$ cat src/rtl/fifo_word_serializer_pkg.sv
// Shared defaults, beat-count helper and FSM encoding for the FIFO word serializer.
package fifo_word_serializer_pkg;

  localparam int unsigned IN_W_DEF  = 140;
  localparam int unsigned OUT_W_DEF = 16;
  localparam int unsigned CNT_W_DEF = 16;

  typedef enum logic {
    ST_IDLE = 1'b0,
    ST_SEND = 1'b1
  } state_e;

  function automatic int unsigned ceil_div(input int unsigned num, input int unsigned den);
    return (num + den - 1) / den;
  endfunction

endpackage

$ cat src/rtl/fifo_word_serializer.sv
// Pops whole words from a show-ahead FIFO and streams them LSB-first as OUT_W-bit beats,
// flagging the final beat of each word; back-to-back words run at one beat per cycle.
module fifo_word_serializer
  import fifo_word_serializer_pkg::*;
#(
  parameter int unsigned IN_W  = IN_W_DEF,
  parameter int unsigned OUT_W = OUT_W_DEF,
  parameter int unsigned CNT_W = CNT_W_DEF
) (
  input  logic             rdclk,
  input  logic             rdrst,
  input  logic             fifo_rdempty,
  input  logic [IN_W-1:0]  fifo_rddata,
  output logic             fifo_rden,
  output logic             out_valid,
  output logic [OUT_W-1:0] out_data,
  output logic             out_last,
  input  logic             out_ready,
  output logic             busy,
  output logic [CNT_W-1:0] word_cnt
);

  localparam int unsigned BEATS = ceil_div(IN_W, OUT_W);
  localparam int unsigned SH_W  = BEATS * OUT_W;
  localparam int unsigned BC_W  = (BEATS > 1) ? $clog2(BEATS) : 1;
  localparam logic [BC_W-1:0] LAST_IDX = BC_W'(BEATS - 1);

  state_e            state_q, state_d;
  logic [SH_W-1:0]   sh_q, sh_d;
  logic [SH_W-1:0]   sh_next_c;
  logic [BC_W-1:0]   bcnt_q, bcnt_d;
  logic              vld_q, vld_d;
  logic [OUT_W-1:0]  data_q, data_d;
  logic              last_q, last_d;
  logic [CNT_W-1:0]  cnt_q, cnt_d;
  logic              accept_c;
  logic              pop_c;

  // State and datapath registers, synchronous reset.
  always_ff @(posedge rdclk) begin
    if (rdrst) begin
      state_q <= ST_IDLE;
      sh_q    <= '0;
      bcnt_q  <= '0;
      vld_q   <= 1'b0;
      data_q  <= '0;
      last_q  <= 1'b0;
      cnt_q   <= '0;
    end else begin
      state_q <= state_d;
      sh_q    <= sh_d;
      bcnt_q  <= bcnt_d;
      vld_q   <= vld_d;
      data_q  <= data_d;
      last_q  <= last_d;
      cnt_q   <= cnt_d;
    end
  end

  // Next-state: advance on accepted beats, pop a new word when idle or on last-beat accept.
  always_comb begin
    state_d   = state_q;
    sh_d      = sh_q;
    bcnt_d    = bcnt_q;
    vld_d     = vld_q;
    data_d    = data_q;
    last_d    = last_q;
    cnt_d     = cnt_q;
    sh_next_c = sh_q >> OUT_W;
    accept_c  = vld_q && out_ready;
    pop_c     = !rdrst && !fifo_rdempty &&
                ((state_q == ST_IDLE) || (accept_c && last_q));

    if (accept_c && !last_q) begin
      sh_d   = sh_next_c;
      data_d = sh_next_c[OUT_W-1:0];
      bcnt_d = bcnt_q + BC_W'(1);
      last_d = ((bcnt_q + BC_W'(1)) == LAST_IDX);
    end else if (accept_c && last_q) begin
      cnt_d = cnt_q + CNT_W'(1);
      if (!pop_c) begin
        vld_d   = 1'b0;
        last_d  = 1'b0;
        state_d = ST_IDLE;
      end
    end

    // A pop overrides the drain path: the new word's beat 0 follows with no bubble.
    if (pop_c) begin
      sh_d    = SH_W'(fifo_rddata);
      data_d  = fifo_rddata[OUT_W-1:0];
      vld_d   = 1'b1;
      bcnt_d  = '0;
      last_d  = (BEATS == 1);
      state_d = ST_SEND;
    end
  end

  assign fifo_rden = pop_c;
  assign out_valid = vld_q;
  assign out_data  = data_q;
  assign out_last  = last_q;
  assign busy      = (state_q == ST_SEND);
  assign word_cnt  = cnt_q;

endmodule

$ cat config.mk
export PLATFORM = sky130hd
export DESIGN_NAME = fifo_word_serializer
export DESIGN_NICKNAME = d
export VERILOG_FILES = /design/src/rtl/fifo_word_serializer_pkg.sv /design/src/rtl/fifo_word_serializer.sv
export SDC_FILE = /design/constraint.sdc
export NUM_CORES = 1
export LEC_CHECK = 0
export BUFFER_PORTS_ARGS = -buffer_cell sky130_fd_sc_hd__buf_2
export CELL_PAD_IN_SITES_DETAIL_PLACEMENT = 1
export CELL_PAD_IN_SITES_GLOBAL_PLACEMENT = 1
export CORE_ASPECT_RATIO = 1.4
export CORE_MARGIN = 2
export CORE_UTILIZATION = 36
export CTS_BUF_LIST = sky130_fd_sc_hd__clkbuf_8
export DETAILED_ROUTE_END_ITERATION = 12
export PLACE_DENSITY = 0.79
export SYNTH_ARGS = -nofsm -noshare
export SYNTH_HDL_FRONTEND = slang
export SYNTH_SLANG_ARGS = --single-unit
$ cat constraint.sdc
create_clock -name rdclk -period 1.65 [get_ports rdclk]
set_clock_uncertainty 0.1 [all_clocks]
set_input_delay 0 -clock rdclk [delete_from_list [all_inputs] [get_ports rdclk]]
set_output_delay 0 -clock rdclk [all_outputs]
set_load 0.02 [all_outputs]
==> results by group <==
Synth
  – EDFF count, synth: 0
  – Asr flop ratio synth: 0%
  – Register bit total from synthesis: between 150 and 200
  – Commonest cells in the netlist: dfxtp_1 (162), nand2_1 (137), a21oi_1 (135)
  – Post-synth top area share: 49.26%
  – Cell taking the most area after synthesis: dfxtp_1
  – Most common flop cell mapped by yosys: dfxtp_1
  – Synth Instances: 753
  – Most frequent cell after synthesis: dfxtp_1
  – Synth top area cells: dfxtp_1 (49%), a22oi_1 (13%), a21oi_1 (10%)
  – Seq/Total Area, Yosys: 49.26%
  – Syn Area/Cell: 8.743 um2
  – Post-synthesis cell type count: 36
  – YS warnings: 0
  – Syn nets: 900
  – Mapped Area: 6584 um2

Detailed routing
  – First-pass iteration count of the detailed router: 6
  – WL per Instance: 21.76 um
  – Final wirelength: 29,180 um
  – Remaining DRCs: 0
  – Initial DRC Count: 389
  – Vias per cell: 5.472
  – Final ANT Viol Nets: 0
  – Total number of vias: ~7.3k

Clocking
  – Max clock buf depth: 2
  – CTS H-tree lvls: 4
  – CTS Buf Count: 17
  – Clk_lat worst skew: 0.47 ns
  – CTS Sinks: 162
  – Root buffer cell: clkbuf_8
  – CTS tree: built
  – Clock slew at reported path FFs: 0.10 ns

Final layout
  – Synthesis-to-finish area growth: 61.54%
  – Post-layout instance area: about 11,000 um2
  – Nets@finish: 1,235
  – Share of post-route cells with drive strength above 1: 35.12%
  – Post-Route Utilization: 59.33%
  – Layout filler cell count: 1,996

Timing
  – Period utilization: 105.6%
  – Setup Viol. Count Final: 25
  – Max-slew headroom: 67.10%
  – Fin. Hold Viols: 0
  – Fin. max-slew vios: 0
  – Minimum clock period: around 1.7 ns
  – Final worst setup slack: -0.09250 ns
  – Worst slew pin tran: between 0.4 and 0.5 ns
  – Fin Setup TNS: -0.5486 ns
  – Fmax: 573.9 MHz
  – RSZ-0062 raised after global routing: true

Status
  – Failing checks: setup timing
  – Outcome: finished with violations

Place
  – Cell Area, Placed: 7881 um2
  – Pre-CTS setup slack: -0.1097 ns
  – Gp weighted congestion: around 0.75
  – Final HPWL DP: 14,160 um
  – # port buffers: about 180

Global routing
  – Vias in the first global route: 7,668
  – Initial antenna violation count: 1
  – Grt peak-use layer: met2
  – Pin count of the biggest net entering global routing: 62
  – Grt total ovfl: 0
  – Met3 usage in global routing: 5.451%
  – GR Layer Usage met1: between 20 and 30%
  – GRT Util Overall: approximately 27%
  – First-pass GRT wire length: 40,930 um
  – Met2 Resource Use GR: 50.37%

Worst setup path
  – Crit end category: flip-flop
  – CP max-delay cell: dfxtp_4
  – Length in cells of the worst reg-to-reg path: 7
  – CP Cell Sequence: buf_6 > and3b_4 > a21oi_4 > buf_12 > buf_8 > nand2_1 > a21oi_1
  – Critical Path AT: 2.01 ns
  – CP required: 1.92 ns
  – Startpoint Class: flip-flop
  – Worst-path fanout max: 14
  – Kind of critical path: flip-flop to flip-flop
  – CP peak stage delay: 0.36 ns

Worst hold path
  – Worst Hold Depth: 4
  – Hold Path Class: input port to flip-flop

Power and ir drop
  – Leak: slightly above 4 nW
  – PD cells: 849.2 nW/um2
  – Total power draw: ~9 mW
  – Peak supply drop: 0.5543 mV

Die
  – Initial core utilization: 36.73%
  – DIE WIDTH: 118.3 um
  – DIE AREA: between 15,000 and 20,000 um2
  – Die H: 164.0 um
  – # rows: 58
  – Placeable Area: 17,920 um2
  – Io pins: 180

Run
  – Max-cap viol count: 0
-- final cells by class --
| cell class | count | area (um2) | area share (%) |
|---|---|---|---|
| clock buffers | 18 | 247.7 | 2.329 |
| clock inverters | 12 | 143.9 | 1.353 |
| well taps | 240 | 300.3 | 2.824 |
| flip-flops and latches | 162 | 3263 | 30.68 |
| diodes | 2 | 5.005 | 0.04706 |
| repair buffers | 399 | 3316 | 31.18 |
| inverters | 2 | 7.507 | 0.07059 |
| multi-input cells | 506 | 3352 | 31.52 |
-- layout by cell type, fill, tap and decap left out, drive strengths merged, types with 4 or more instances in the layout --
cell type,Yosys,routed
inv,2,4
clkbuf,44,24
dfxtp,162,162
buf,39,239
a22oi,113,113
mux2i,13,13
clkinv,0,4
a21oi,136,136
xnor2,8,8
nand2,137,137
nor2,23,23
nand4,8,8
nor3,7,7
nand3b,16,16
dlygate4sd3,0,153
a211oi,11,11
xor2,7,7
-- registers in the layout, summed over array words and instances (netlist names) --
name       flops
bcnt_q         4
out_last       1
out_valid      1
sh_q         140
word_cnt      16
-- stage by stage --
stage,hold WS [ns],instances
after floorplan,-0.01848,753
after global placement,0.08712,1138
after detailed placement,0.09486,1138
after CTS,-0.08224,1323
after global routing,0.2156,1340
final,0.2250,1341
-- layer usage --
layer  wire, um  up-vias
met5          0        -
met4       1431        0
met3       1292       93
li1           -     3356
met1      10620     3611
met2      15840      278
-- cells by family after synthesis --
group | Yosys count | synth area share [%]
simple gates | 207 | 13.91
buf+inv | 85 | 6.841
xor+xnor | 15 | 1.995
fa+ha+maj | 3 | 0.5702
flops | 162 | 49.26
compound gates | 268 | 25.45
mux | 13 | 1.976
-- path summary, 6_finish.rpt --
check                    startpoint                endpoint  slack [ns]
min                fifo_rddata[133]  sh_q[133]$_SDFFE_PP0P_        0.22
min reg2reg   sh_q[69]$_SDFFE_PP0P_   sh_q[69]$_SDFFE_PP0P_        0.35
max          out_valid$_SDFFE_PP0P_   sh_q[59]$_SDFFE_PP0P_       -0.09
max reg2reg  out_valid$_SDFFE_PP0P_   sh_q[59]$_SDFFE_PP0P_       -0.09
-- power by group --
| part | internal, mW | switching (mW) |
|---|---|---|
| registers | 4.12 | 0.161 |
| logic | 0.884 | 0.847 |
| clock network | 1.50 | 1.51 |
-- what timing repair did --
item | CTS | global route
setup endpoints to repair | 13 | 126
buffers inserted | 1 | 5
hold buffers | 153 | 2
resized for setup | 10 | 105
endpoints found under the hold margin | 155 | 67
gates cloned | 1 | 9
pin swaps | 3 | 21
-- critical path, delay by kind of cell, from the launching register on --
kind	cells	cell delay (ns)
AOI/OAI and AO/OA	2	0.36
buffers and inverters	3	0.51
DFF	1	0.36
and+or+nand+nor	2	0.31
Power figures use the tool's default switching activity.
